<file path="config.mk">
export PLATFORM = sky130hd
export DESIGN_NAME = imem_load_arbiter_flat
export DESIGN_NICKNAME = d
export VERILOG_FILES = /design/src/rtl/imem_load_arbiter_if.sv /design/src/rtl/imem_load_arbiter.sv /design/src/flat_wrapper.sv
export SDC_FILE = /design/constraint.sdc
export NUM_CORES = 1
export LEC_CHECK = 0
export ABC_AREA = 1
export BUFFER_PORTS_ARGS = -buffer_cell sky130_fd_sc_hd__buf_4
export CAP_MARGIN = 20
export CORE_MARGIN = 1
export CORE_UTILIZATION = 35
export DETAILED_ROUTE_END_ITERATION = 6
export GPL_ROUTABILITY_DRIVEN = 0
export PLACE_DENSITY = 0.78
export SKIP_LAST_GASP = 1
export SYNTH_ARGS = -nofsm -noshare
export SYNTH_HDL_FRONTEND = slang
export SYNTH_SLANG_ARGS = --single-unit
</file>
<file path="constraint.sdc">
create_clock -name clk -period 4.4 [get_ports clk]
set_clock_uncertainty 0.05 [all_clocks]
set_input_delay 0.88 -clock clk [delete_from_list [all_inputs] [get_ports clk]]
set_output_delay 0.88 -clock clk [all_outputs]
set_load 0.02 [all_outputs]
</file>
<file path="src/rtl/imem_load_arbiter_if.sv">
// Bus bundle between the instruction-memory arbiter and its neighbours:
// the IF stage (fetch_*), the boot/debug loader (ld_*) and the memory array (mem_*).
// The arbiter uses the slave modport; the surrounding environment uses master.
interface imem_load_arbiter_if #(
    parameter int ADDR_W = 10,
    parameter int DATA_W = 32
) ();
    // IF stage
    logic              fetch_req;
    logic [31:0]       fetch_addr;
    logic              fetch_gnt;
    logic              fetch_valid;
    logic [DATA_W-1:0] fetch_rdata;
    logic              fetch_err;
    logic              cpu_hold;
    // boot/debug loader
    logic              ld_valid;
    logic [ADDR_W-1:0] ld_addr;
    logic [DATA_W-1:0] ld_data;
    logic              ld_ready;
    logic              ld_done;
    // memory port
    logic              mem_en;
    logic              mem_we;
    logic [ADDR_W-1:0] mem_addr;
    logic [DATA_W-1:0] mem_wdata;
    logic [DATA_W-1:0] mem_rdata;

    modport slave (
        input  fetch_req, fetch_addr, ld_valid, ld_addr, ld_data, ld_done, mem_rdata,
        output fetch_gnt, fetch_valid, fetch_rdata, fetch_err, cpu_hold, ld_ready,
               mem_en, mem_we, mem_addr, mem_wdata
    );

    modport master (
        output fetch_req, fetch_addr, ld_valid, ld_addr, ld_data, ld_done, mem_rdata,
        input  fetch_gnt, fetch_valid, fetch_rdata, fetch_err, cpu_hold, ld_ready,
               mem_en, mem_we, mem_addr, mem_wdata
    );
endinterface

</file>
<file path="src/rtl/imem_load_arbiter.sv">
// Single-port instruction memory owner: zero-fills the array after reset, takes the
// boot image from the loader, then serves CPU fetches. In RUN a loader write beats a fetch.
module imem_load_arbiter #(
    parameter int                ADDR_W   = 10,
    parameter int                DATA_W   = 32,
    parameter logic [DATA_W-1:0] NOP_WORD = {DATA_W{1'b0}}
) (
    input  logic               clk,
    input  logic               rst_n,
    imem_load_arbiter_if.slave bus
);
    typedef enum logic [1:0] {
        ST_CLEAR = 2'b00,
        ST_LOAD  = 2'b01,
        ST_RUN   = 2'b10
    } state_e;

    state_e            state_q, state_d;
    logic [ADDR_W-1:0] clr_cnt_q, clr_cnt_d;
    logic              valid_q;
    logic              err_q;
    logic [DATA_W-1:0] last_q;

    logic              fetch_bad_s;
    logic              gnt_s;
    logic              ld_ready_s;
    logic              cpu_hold_s;
    logic              mem_en_s;
    logic              mem_we_s;
    logic [ADDR_W-1:0] mem_addr_s;
    logic [DATA_W-1:0] mem_wdata_s;
    logic [DATA_W-1:0] rdata_s;

    // A fetch address is unusable when it is not word aligned or lies beyond the array.
    function automatic logic addr_bad(input logic [31:0] a);
        return (a[1:0] != 2'b00) || (a[31:ADDR_W+2] != '0);
    endfunction

    assign fetch_bad_s = addr_bad(bus.fetch_addr);

    // State register and zero-fill counter.
    always_ff @(posedge clk) begin
        if (!rst_n) begin
            state_q   <= ST_CLEAR;
            clr_cnt_q <= '0;
        end else begin
            state_q   <= state_d;
            clr_cnt_q <= clr_cnt_d;
        end
    end

    // Next-state: CLEAR walks every index once, LOAD waits for ld_done, RUN is terminal.
    always_comb begin
        state_d   = state_q;
        clr_cnt_d = clr_cnt_q;
        case (state_q)
            ST_CLEAR: begin
                clr_cnt_d = clr_cnt_q + {{(ADDR_W-1){1'b0}}, 1'b1};
                if (clr_cnt_q == {ADDR_W{1'b1}}) begin
                    state_d = ST_LOAD;
                end else begin
                    state_d = ST_CLEAR;
                end
            end
            ST_LOAD: begin
                if (bus.ld_done) begin
                    state_d = ST_RUN;
                end else begin
                    state_d = ST_LOAD;
                end
            end
            ST_RUN: begin
                state_d = ST_RUN;
            end
            default: begin
                state_d   = ST_CLEAR;
                clr_cnt_d = '0;
            end
        endcase
    end

    // Output decode: memory port steering, handshakes and CPU hold; forced idle while in reset.
    always_comb begin
        gnt_s       = 1'b0;
        ld_ready_s  = 1'b0;
        cpu_hold_s  = 1'b1;
        mem_en_s    = 1'b0;
        mem_we_s    = 1'b0;
        mem_addr_s  = '0;
        mem_wdata_s = NOP_WORD;
        if (!rst_n) begin
            gnt_s = 1'b0;
        end else begin
            case (state_q)
                ST_CLEAR: begin
                    mem_en_s    = 1'b1;
                    mem_we_s    = 1'b1;
                    mem_addr_s  = clr_cnt_q;
                    mem_wdata_s = NOP_WORD;
                end
                ST_LOAD: begin
                    ld_ready_s = 1'b1;
                    if (bus.ld_valid) begin
                        mem_en_s    = 1'b1;
                        mem_we_s    = 1'b1;
                        mem_addr_s  = bus.ld_addr;
                        mem_wdata_s = bus.ld_data;
                    end else begin
                        mem_en_s = 1'b0;
                    end
                end
                ST_RUN: begin
                    cpu_hold_s = 1'b0;
                    ld_ready_s = 1'b1;
                    if (bus.ld_valid) begin
                        mem_en_s    = 1'b1;
                        mem_we_s    = 1'b1;
                        mem_addr_s  = bus.ld_addr;
                        mem_wdata_s = bus.ld_data;
                    end else if (bus.fetch_req) begin
                        gnt_s      = 1'b1;
                        mem_addr_s = bus.fetch_addr[ADDR_W+1:2];
                        mem_en_s   = !fetch_bad_s;  // bad addresses never touch the array
                    end else begin
                        gnt_s = 1'b0;
                    end
                end
                default: begin
                    gnt_s = 1'b0;
                end
            endcase
        end
    end

    // Fetch response pipeline: a grant produces exactly one valid cycle on the next clock.
    always_ff @(posedge clk) begin
        if (!rst_n) begin
            valid_q <= 1'b0;
            err_q   <= 1'b0;
            last_q  <= {DATA_W{1'b0}};
        end else begin
            valid_q <= gnt_s;
            err_q   <= gnt_s & fetch_bad_s;
            last_q  <= rdata_s;
        end
    end

    // Read data mux: fresh memory word, NOP for a rejected address, or the held last word.
    always_comb begin
        rdata_s = last_q;
        if (valid_q) begin
            if (err_q) begin
                rdata_s = NOP_WORD;
            end else begin
                rdata_s = bus.mem_rdata;
            end
        end else begin
            rdata_s = last_q;
        end
    end

    assign bus.fetch_gnt   = gnt_s;
    assign bus.fetch_valid = valid_q;
    assign bus.fetch_err   = err_q;
    assign bus.fetch_rdata = rdata_s;
    assign bus.cpu_hold    = cpu_hold_s;
    assign bus.ld_ready    = ld_ready_s;
    assign bus.mem_en      = mem_en_s;
    assign bus.mem_we      = mem_we_s;
    assign bus.mem_addr    = mem_addr_s;
    assign bus.mem_wdata   = mem_wdata_s;
endmodule
</file>
<file path="src/flat_wrapper.sv">
// flat-port wrapper written by rule: the top's interface ports become plain ports
module imem_load_arbiter_flat 
#(
    parameter int                ADDR_W   = 10,
    parameter int                DATA_W   = 32,
    parameter logic [DATA_W-1:0] NOP_WORD = {DATA_W{1'b0}}
)
  (clk, rst_n, bus_fetch_req, bus_fetch_addr, bus_ld_valid, bus_ld_addr, bus_ld_data, bus_ld_done, bus_mem_rdata, bus_fetch_gnt, bus_fetch_valid, bus_fetch_rdata, bus_fetch_err, bus_cpu_hold, bus_ld_ready, bus_mem_en, bus_mem_we, bus_mem_addr, bus_mem_wdata);
  imem_load_arbiter_if #(.ADDR_W(ADDR_W), .DATA_W(DATA_W)) bus_i ();
  input  logic clk;
  input  logic rst_n;
  input wire logic [$bits(bus_i.fetch_req)-1:0] bus_fetch_req;
  input wire logic [$bits(bus_i.fetch_addr)-1:0] bus_fetch_addr;
  input wire logic [$bits(bus_i.ld_valid)-1:0] bus_ld_valid;
  input wire logic [$bits(bus_i.ld_addr)-1:0] bus_ld_addr;
  input wire logic [$bits(bus_i.ld_data)-1:0] bus_ld_data;
  input wire logic [$bits(bus_i.ld_done)-1:0] bus_ld_done;
  input wire logic [$bits(bus_i.mem_rdata)-1:0] bus_mem_rdata;
  output wire logic [$bits(bus_i.fetch_gnt)-1:0] bus_fetch_gnt;
  output wire logic [$bits(bus_i.fetch_valid)-1:0] bus_fetch_valid;
  output wire logic [$bits(bus_i.fetch_rdata)-1:0] bus_fetch_rdata;
  output wire logic [$bits(bus_i.fetch_err)-1:0] bus_fetch_err;
  output wire logic [$bits(bus_i.cpu_hold)-1:0] bus_cpu_hold;
  output wire logic [$bits(bus_i.ld_ready)-1:0] bus_ld_ready;
  output wire logic [$bits(bus_i.mem_en)-1:0] bus_mem_en;
  output wire logic [$bits(bus_i.mem_we)-1:0] bus_mem_we;
  output wire logic [$bits(bus_i.mem_addr)-1:0] bus_mem_addr;
  output wire logic [$bits(bus_i.mem_wdata)-1:0] bus_mem_wdata;
  assign bus_i.fetch_req = bus_fetch_req;
  assign bus_i.fetch_addr = bus_fetch_addr;
  assign bus_i.ld_valid = bus_ld_valid;
  assign bus_i.ld_addr = bus_ld_addr;
  assign bus_i.ld_data = bus_ld_data;
  assign bus_i.ld_done = bus_ld_done;
  assign bus_i.mem_rdata = bus_mem_rdata;
  assign bus_fetch_gnt = bus_i.fetch_gnt;
  assign bus_fetch_valid = bus_i.fetch_valid;
  assign bus_fetch_rdata = bus_i.fetch_rdata;
  assign bus_fetch_err = bus_i.fetch_err;
  assign bus_cpu_hold = bus_i.cpu_hold;
  assign bus_ld_ready = bus_i.ld_ready;
  assign bus_mem_en = bus_i.mem_en;
  assign bus_mem_we = bus_i.mem_we;
  assign bus_mem_addr = bus_i.mem_addr;
  assign bus_mem_wdata = bus_i.mem_wdata;
  imem_load_arbiter #(.ADDR_W(ADDR_W), .DATA_W(DATA_W), .NOP_WORD(NOP_WORD)) u_core (.clk(clk), .rst_n(rst_n), .bus(bus_i));
endmodule
</file>
; ---- Word-level counts from Yosys, hierarchy flattened
; Index checks and enable logic that the tools add are counted.
[totals]
register_bits = 46
in_bits = 111
elab_cells = 45
[op_classes]
add_sub_neg = 1
eq_ne = 3
muxes = 29
n_bitwise = 1
reduce_logical = 6
[ops]
columns = op, count
row1 = 32-bit 2-to-1 mux, 5
row2 = 10-bit 2-to-1 mux, 4
row3 = 10-bit case mux with 3 select lines, 1
row4 = 10-bit case mux with 2 select lines, 1
row5 = 20-bit nonzero test, 1
row6 = 1-bit 2-to-1 mux, 14
row7 = "10-bit by 1-bit adder with 10-bit output, second input constant", 1
row8 = "10-bit equality test, second input constant", 1
row9 = 2-bit case mux with 3 select lines, 1
row10 = 1-bit case mux with 3 select lines, 1
row11 = "2-bit by 1-bit equality test with 1-bit output, second input constant", 1
row12 = "2-bit equality test, second input constant", 1
row13 = 2-bit zero test, 1
row14 = 2-bit 2-to-1 mux, 1
row15 = 1-bit case mux with 2 select lines, 1
row16 = 2-bit nonzero test, 1
row17 = 2-bit OR reduction, 1
row18 = 1-bit AND, 1
row19 = 1-bit zero test, 1
row20 = 1-bit logical OR, 1

; ---- Logic depth before layout (Yosys ltp)
; Gate-level depths: netlist of the first run.
[logic_depth]
depth_word = 7
mapped_depth = 10
depth_no_buf = 9

; ---- Worst setup path after synthesis of the first run
; No wires, ideal clock.
[synth_path]
kind = input to output
startpoint = input bus_ld_valid
endpoint = output bus_mem_addr[0]
arrival_time_ns = 1.786
setup_slack_ns = 1.684
stages = 4
path_buffers = 1
path_cell_list = buf_6 nor2_2 nand3_1 a31oi_1
[synth_via]
elab_chain_cells = 3
word_cells_on_any_way = 4
classes_between = 4 x mux
[synth_rtl]
columns = item, line
row1 = "start, declared", flat_wrapper.sv:14  ; input wire logic [$bits(bus_i.ld_valid)-1:0] bus_ld_valid;
row2 = "10-bit 2-to-1 mux, on equally long branches", "imem_load_arbiter.sv:115, imem_load_arbiter.sv:103"
row3 = 10-bit case mux with 3 select lines *, imem_load_arbiter.sv:94  ; case (state_q)
row4 = 10-bit 2-to-1 mux *, imem_load_arbiter.sv:91  ; if (!rst_n) begin
row5 = "end, declared", flat_wrapper.sv:27  ; output wire logic [$bits(bus_i.mem_addr)-1:0] bus_mem_addr;
; Every way passes the cells marked *; elsewhere a longest branch is shown, timed or not.

; ---- Worst setup path in the final report of the first run
[layout_path]
startpoint = register u_core.state_q[1]
endpoint = output bus_mem_we
[layout_via]
elab_chain_cells = 4
word_cells_on_any_way = 6
classes_between = 2 x eq/ne / 2 x mux / 2 x reduce/logical
[layout_rtl]
columns = item, line
row1 = "start, declared", imem_load_arbiter.sv:18  ; state_e state_q, state_d;
row2 = "start signal, assigned", imem_load_arbiter.sv:47  ; state_q <= state_d;
row3 = 2-bit by 1-bit equality test with 1-bit output / 2-bit equality test (equally long branches), imem_load_arbiter.sv:94
row4 = 2-bit OR reduction (no source line), -
row5 = 1-bit case mux with 2 select lines *, imem_load_arbiter.sv:94
row6 = 1-bit 2-to-1 mux *, imem_load_arbiter.sv:91
row7 = "end, declared", flat_wrapper.sv:26  ; output wire logic [$bits(bus_i.mem_we)-1:0] bus_mem_we;
; Marks and branches as above.

==> impl_metrics.tcl, run 1 <==
set metrics [dict create \
    outcome "complete, no violations" \
    core_area_um2 7370 \
    clock.fmax_mhz 327 \
    wire_per_inst_um 11.1 \
    grt_pass1_vias 3074 \
    path_class "reg -> out" \
    grt_max_degree 38 \
    path_max_fanout 34 \
    period_minus_slack_ns 3.06 \
    cts_made_buffers 5 \
    yosysWarningCount 0 \
    die_x_um 90.1 \
    tightest_slew_ns 0.587 \
    htreeDepth 2 \
    clock_latency_ns 0.29 \
    reg2reg_slack_ns 2.56 \
    final_nets 746 \
    setup_tns_ns 0 \
    powerDensity_nw_per_um2 199 \
    slew_violations 0 \
    syn_nets 567 \
    initial_core_util_pct 36.8 \
    drive_gt1_share_pct 33.6 \
    ctsHoldBuffers 0 \
    area.growth.synth_to_final_pct 58.0 \
    holdPathEnd "u_core.clr_cnt_q[4]" \
    ios 192 \
    netlist_area_um2 2710 \
    rsz0062_at_grt "no" \
    synth_cell_types 26 \
    final_core_util_pct 58.2 \
    hold_violations 0 \
    grt_pass1_wl_um 13500 \
    seq_area_um2 921 \
    ys_ff_latch 46 \
    start_kind "flip-flop" \
    path_cells "inv_1 > ha_1 > nand2_1 > buf_4 > nand2_1 > inv_1 > nor3_1 > buf_4" \
    multi_input_area_um2 1220 \
    cts_tree "yes" \
    drc_errors 0 \
    ys_seq_area_share_pct 33.9 \
    cp-end-kind "output pin" \
    grt_use_met2_pct 36.2 \
    crit_slowest_cell "dfxtp_1" \
    max_stage_delay_ns 0.41 \
    setup_viol 0 \
    fin_ws_ns 1.34 \
    fin_hold_ws_ns 0.426 \
    reg2reg_to "u_core.clr_cnt_q[2]" \
    avgViaCountPerCell 4.46 \
    clockBufferDepth 2 \
    timing.rr.start "u_core.state_q[1]" \
    cts_root_buf "clkbuf_8" \
    drt_wl_total_um 8090 \
    n_antenna_cell 0 \
    clkTransAtPathRegs_ns 0.08 \
    leakagePower_nw 2.15 \
    antenna_found_initial 0 \
    finalCritPeriodShare_pct 69.5 \
    max-cap-violations 0 \
    hold_start "u_core.clr_cnt_q[4]" \
    overflow 0 \
    drtAntennaViolNets 0 \
    irDropWorstVdd_mv 0.139 \
    use_met1_pct 23.7 \
    cts_resized 0 \
    track_usage_pct 19.7 \
    use_met3_pct 4.15 \
    cts.sinks 46 \
    rr_worst_depth 7 \
    synth.avg_cell_area_um2 6.02 \
    top_usage_layer "met2" \
    drt_iter0_markers 94 \
    p_total_w 0.000855 \
    num_vias 3256 \
    fp.dieH_um 90.1 \
    hpwl_um 6440 \
    post-cts-setup-buffer-count 0 \
    fp-row-count 31 \
    hold_class "reg -> reg" \
    die-area_um2 8110 \
    netlist_instances 451 \
    hold_depth 2 \
    port_buffers 191 \
    crit_arrival_ns 2.13 \
    required_ns 3.47 \
    slew-limit-headroom_pct 60.7 \
    nFillCells 735 \
    drt-pass1-iter-count 4 \
    preCtsSetupSlack_ns 1.35 \
]
==> cells in the final DEF, fill, tap and decap left out, drive strengths merged <==
cell	count
a211oi	1
a21oi	8
a31oi	8
buf	193
bufinv	1
clkbuf	5
clkinv	1
dfxtp	46
ha	5
inv	123
nand2	81
nand3	11
nand4	7
nor2	93
nor3	6
nor3b	1
o21ai	7
o22ai	32
or2	2
==> worst max-delay path: cells and delay by family, from the launching register on <==
family | cells | cell delay [ns]
buf+inv | 4 | 0.72
simple gates | 3 | 0.36
fa+ha+maj | 1 | 0.34
flops | 1 | 0.41
==> synth_stat cells, drive strengths merged <==
master	count	area share, %
clkbuf	11	1.5
buf	10	2.5
o22ai	32	7.6
nand2	81	12
a21oi	8	1.6
nand3	11	2.0
dfxtp	46	34
a31oi	8	1.8
a211oi	1	0.28
ha	5	2.3
nor3	6	1.1
o21ai	7	1.3
inv	122	17
or2	2	0.46
nor2	93	13
nand4	7	1.6
nor3b	1	0.28
==> worst max path at each step <==
stage	from	to	slack [ns]	cells after the start
2_1_floorplan	bus_ld_valid	bus_mem_addr[0]	1.68	4
3_3_place_gp	rst_n	bus_mem_addr[8]	1.39	6
3_5_place_dp	rst_n	bus_mem_addr[8]	1.35	6
4_1_cts	u_core.state_q[1]	bus_mem_we	1.34	8
5_1_grt	u_core.state_q[1]	bus_mem_we	1.17	8
6_report	u_core.state_q[1]	bus_mem_we	1.34	8
==> cell type report <==
type,count,share of cell area [%]
timing repair buffer,193,33.8
multi-input combinational,262,28.6
sequential,46,21.5
inverter,122,10.7
tap,99,2.89
clock buffer,5,1.60
clock inverter,3,1.02
==> layer usage <==
layer	vias up	routed length (µm)
li1	1702	-
met1	1435	3530
met2	115	4000
met3	4	531
met4	0	36
met5	-	0
==> flip-flops by register name, summed over array words and instances (netlist names) <==
register / flops
u_core.last_q: 32
u_core.clr_cnt_q: 10
u_core.state_q: 2
u_core.bus.fetch_err: 1
u_core.bus.fetch_valid: 1
==> power breakdown <==
| group | internal [W] | total [W] | switching, W |
|---|---|---|---|
| clock | 0.000170 | 0.000310 | 0.000140 |
| combinational | 0.0000766 | 0.000124 | 0.0000470 |
| sequential | 0.000418 | 0.000421 | 0.00000314 |
| total | 0.000665 | 0.000855 | 0.000190 |
==> cell families after synthesis <==
family	Yosys count	share of synthesized area [%]
AND/OR/NAND/NOR	201	30.2
buffers and inverters	143	20.9
AO/OA/AOI/OAI	56	12.6
flip-flops	46	33.9
adder cells (fa/ha/maj)	5	2.31
==> metrics by stage <==
stage	instance area, µm²	std cells
final	4290	730
after global routing	4290	730
after CTS	4290	730
after detailed placement	4180	722
after global placement	4180	722
after floorplan	2710	451
(Power assumes the default switching activity.)
==> run 2, diff against run 1 <==
==> constraint.sdc (replaced) <==
create_clock -name clk -period 3 [get_ports clk]
set_clock_uncertainty 0.05 [all_clocks]
set_input_delay 0.6 -clock clk [delete_from_list [all_inputs] [get_ports clk]]
set_output_delay 0.6 -clock clk [all_outputs]
set_load 0.02 [all_outputs]
==> impl_metrics.tcl, run 2 (synthesis gave the netlist of run 1 again) <==
set metrics [dict create \
    seq_area_um2 921 \
    p_int_w 0.000974 \
    drive_gt1_share_pct 33.8 \
    rr_worst_depth 8 \
    antenna_found_initial 0 \
    grt_max_degree 38 \
    clock_latency_ns 0.29 \
    ios 192 \
    hpwl_um 6650 \
    required_ns 2.35 \
    final_nets 748 \
    grt_pass1_vias 3172 \
    drc_errors 0 \
    leakagePower_nw 2.15 \
    cts_tree "yes" \
    hold_depth 2 \
    design_area_um2 4310 \
    port_buffers 191 \
    setup_tns_ns 0 \
    rsz0062_at_grt "no" \
    htreeDepth 2 \
    cts.sinks 46 \
    switching_share_pct 22.4 \
    start_kind "flip-flop" \
    grt_pass1_wl_um 13900 \
    clkTransAtPathRegs_ns 0.09 \
    avgViaCountPerCell 4.44 \
    clockBufferDepth 2 \
    finalCritPeriodShare_pct 88.2 \
    wire_per_inst_um 11.3 \
    cp-end-kind "output pin" \
    path_max_fanout 10 \
    pwr-share-seq_pct 49.2 \
    area.growth.synth_to_final_pct 58.6 \
    track_usage_pct 20.4 \
    cts_made_buffers 5 \
    overflow 0 \
    drtAntennaViolNets 0 \
    clock.fmax_mhz 378 \
    period_minus_slack_ns 2.64 \
    cts_root_buf "clkbuf_8" \
    die-area_um2 8110 \
    core_area_um2 7370 \
    tightest_slew_ns 0.597 \
    num_vias 3250 \
    slew_violations 0 \
    max-cap-violations 0 \
    drt-pass1-iter-count 5 \
    largest_register_ffs 32 \
    crit_arrival_ns 1.99 \
    outcome "complete, no violations" \
    irDropWorstVdd_mv 0.175 \
    final_cell_mix "buf_4, inv_1, nor2_1, nand2_1, dfxtp_1" \
    cts_resized 0 \
    setup_viol 0 \
    pwr-share-clk_pct 36.3 \
    largestRegisters "u_core.last_q (32), u_core.clr_cnt_q (10), u_core.state_q (2)" \
    slew-limit-headroom_pct 60.1 \
    path_class "reg -> out" \
    placed_cell_area_um2 4190 \
    p_total_w 0.00126 \
    drt_wl_total_um 8300 \
    hold_violations 0 \
    p_comb_share_pct 14.5 \
    nFillCells 733 \
    switchingPower_w 0.000281 \
    mostFrequentLayoutCell "buf_4" \
    drt_iter0_markers 101 \
    multi_input_area_um2 1220 \
    powerDensity_nw_per_um2 292 \
    ctsHoldBuffers 0 \
    hold_class "reg -> reg" \
    fp.dieH_um 90.1 \
    post-cts-setup-buffer-count 0 \
    initial_core_util_pct 36.8 \
    regMostFlops "u_core.last_q" \
    fp-row-count 31 \
    die_x_um 90.1 \
    n_antenna_cell 0 \
]
-- run 2: routing by layer --
| metal | vias up | track usage (%) | routed length, µm |
|---|---|---|---|
| met5 | - | 0 | 0 |
| met1 | 1431 | 24.3 | 3680 |
| met2 | 107 | 37.0 | 4080 |
| met3 | 5 | 5.16 | 507 |
| li1 | 1707 | - | - |
| met4 | 0 | 3.90 | 28 |
-- run 2: power by group through the flow --
stage / clock, W / combinational, W / sequential, W
after detailed placement: 0 / 0.000181 / 0.000633
after global routing: 0.000488 / 0.000200 / 0.000619
after floorplan: 0 / 0.0000575 / 0.000631
final: 0.000456 / 0.000182 / 0.000618
after global placement: 0 / 0.000179 / 0.000632
after CTS: 0.000467 / 0.000182 / 0.000618
-- run 2: worst max-delay path, cell delays in order, from the launching register on --
cell     delay (ns)
dfxtp_1        0.35
inv_1          0.09
ha_1           0.20
nand2_1        0.16
nor2_2         0.36
nand3_1        0.15
a31oi_1        0.22
buf_4          0.17
-- run 2: path summary, 6_finish.rpt --
check,slack (ns),from,end
worst min-delay path,0.43,u_core.clr_cnt_q[4],u_core.clr_cnt_q[4]
worst min register to register,0.43,u_core.clr_cnt_q[4],u_core.clr_cnt_q[4]
worst max-delay path,0.36,u_core.state_q[0],bus_mem_addr[9]
worst max register to register,1.24,u_core.state_q[1],u_core.clr_cnt_q[9]
-- run 2: final cells by class --
class	instances	area share, %
Multi-Input combinational cell	262	28.5
Sequential cell	46	21.4
Inverter	122	10.6
Timing Repair Buffer	195	34.0
Clock inverter	3	1.05
Tap cell	99	2.88
Clock buffer	5	1.60
-- run 2: per-stage QoR --
| stage | instances | hold WS (ns) | setup WS, ns | utilization, % |
|---|---|---|---|---|
| finish | 732 | 0.427 | 0.355 | 58.4 |
| global placement | 724 | 0.400 | 0.709 | 56.9 |
| CTS | 732 | 0.426 | 0.355 | 58.4 |
| floorplan | 451 | 0.387 | 0.752 | - |
| detailed placement | 724 | 0.410 | 0.621 | 56.9 |
| global route | 732 | 0.477 | 0.174 | 58.4 |
==> run 3, diff against run 2 <==
--- a/config.mk
+++ b/config.mk
@@ -8,6 +8,7 @@
 export ABC_AREA = 1
 export BUFFER_PORTS_ARGS = -buffer_cell sky130_fd_sc_hd__buf_4
 export CAP_MARGIN = 20
+export CORE_ASPECT_RATIO = 1.25
 export CORE_MARGIN = 1
 export CORE_UTILIZATION = 35
 export DETAILED_ROUTE_END_ITERATION = 6
==> impl_metrics.tcl, run 3 (synthesis gave the netlist of run 1 again) <==
set metrics [dict create \
    cts.sinks 46 \
    post-cts-setup-buffer-count 0 \
    crit_slowest_cell "dfxtp_1" \
    drt-pass1-iter-count 4 \
    clock_latency_ns 0.29 \
    mostFrequentLayoutCell "buf_4" \
    rr_worst_depth 8 \
    drt_wl_total_um 8330 \
    outcome "complete, no violations" \
    antenna_found_initial 0 \
    irDropWorstVdd_mv 0.192 \
    tightest_slew_ns 0.600 \
    fp.dieH_um 100 \
    hold_class "reg -> reg" \
    rsz0062_at_grt "no" \
    slew-limit-headroom_pct 59.9 \
    powerDensity_nw_per_um2 277 \
    setup_viol 0 \
    cp-end-kind "output pin" \
    fin_hold_ws_ns 0.432 \
    leakagePower_nw 2.15 \
    num_vias 3251 \
    clockBufferDepth 2 \
    ctsHoldBuffers 0 \
    drive_gt1_share_pct 33.8 \
    cts_made_buffers 5 \
    max-cap-violations 0 \
    drtAntennaViolNets 0 \
    path_cells "inv_1 > ha_1 > or2_1 > nand2_4 > inv_2 > nand2_1 > nand3_1 > nand2_1 > inv_1 > buf_4" \
    largest_register_ffs 32 \
    required_ns 2.35 \
    regMostFlops "u_core.last_q" \
    ios 192 \
    start_kind "flip-flop" \
    track_usage_pct 20.4 \
    largestRegisters "u_core.last_q (32), u_core.clr_cnt_q (10), u_core.state_q (2)" \
    clkTransAtPathRegs_ns 0.09 \
    slew_violations 0 \
    timing.rr.start "u_core.state_q[1]" \
    clock.fmax_mhz 375 \
    port_buffers 191 \
    cts_resized 0 \
    hold_depth 2 \
    die-area_um2 8110 \
    grt_max_degree 38 \
    drc_errors 0 \
    hold_start "u_core.clr_cnt_q[4]" \
    die_x_um 80.8 \
    final_nets 748 \
    initial_core_util_pct 36.5 \
    max_stage_delay_ns 0.41 \
    n_antenna_cell 0 \
    drt_iter0_markers 128 \
    cp-startpoint "u_core.state_q[1]" \
    wire_per_inst_um 11.5 \
    avgViaCountPerCell 4.48 \
    finalCritPeriodShare_pct 89.0 \
    p_total_w 0.00118 \
    overflow 0 \
    fp-row-count 35 \
    cts_tree "yes" \
    period_minus_slack_ns 2.67 \
    path_max_fanout 11 \
    hold_violations 0 \
    final_cell_mix "buf_4, inv_1, nor2_1, nand2_1, dfxtp_1" \
    path_class "reg -> out" \
    area.growth.synth_to_final_pct 57.5 \
    core_area_um2 7440 \
    setup_tns_ns 0 \
    grt_pass1_wl_um 13100 \
    grt_pass1_vias 2987 \
    htreeDepth 2 \
    hpwl_um 6620 \
    cts_root_buf "clkbuf_8" \
    crit_arrival_ns 2.02 \
]
[run 3: changes by cell type in the layout (fill, tap and decap cells not counted)]
cell       change
bufinv_16      -1
inv_6          +1
[run 3: report_power, final]
group          internal (W)  total [W]  switching [W]  leakage (nW)
Clock              0.000167   0.000383       0.000217        0.0408
Combinational      0.000113   0.000182      0.0000685          1.73
Sequential         0.000614   0.000618     0.00000436         0.371
Total              0.000893    0.00118       0.000290          2.15
[run 3: path summary, 6_finish.rpt]
check                              to  slack (ns)
setup / recovery      bus_mem_addr[2]        0.33
setup reg to reg  u_core.clr_cnt_q[9]        1.27
hold / removal    u_core.clr_cnt_q[4]        0.43
hold reg to reg   u_core.clr_cnt_q[4]        0.43
[run 3: metal layers]
layer / track usage, % / part of all wire [%] / routed length, µm / vias to the layer above
met5: 0 / 0 / 0 / -
met4: 4.12 / 0.67 / 56 / 0
met3: 4.07 / 7.2 / 604 / 6
met2: 37.9 / 50 / 4190 / 126
met1: 23.7 / 42 / 3490 / 1407
li1: - / - / - / 1712
[run 3: metrics by stage]
step / instances / worst slack [ns] / util, % / area [µm²]
final: 725 / 0.331 / 57.4 / 4280
after global routing: 725 / 0.189 / 57.4 / 4280
after CTS: 725 / 0.330 / 57.4 / 4280
after detailed placement: 717 / 0.615 / 56.2 / 4180
after global placement: 717 / 0.657 / 56.2 / 4180
after floorplan: 451 / 0.752 / - / 2710
[run 3: worst max-delay path: cells and delay by family, from the launching register on]
family,cells,cell delay [ns]
flip-flops,1,0.41
AND/OR/NAND/NOR,5,0.73
buffers and inverters,4,0.37
adder cells (fa/ha/maj),1,0.22
[run 3: area by class of cell]
| cell class | count | area [µm²] |
|---|---|---|
| clock buffer | 5 | 68.8 |
| clock inverter | 3 | 23.8 |
| fill | 721 | 3170 |
| inverter | 122 | 458 |
| multi-input combinational | 262 | 1220 |
| sequential | 46 | 921 |
| tap | 92 | 115 |
| timing repair buffer | 195 | 1460 |
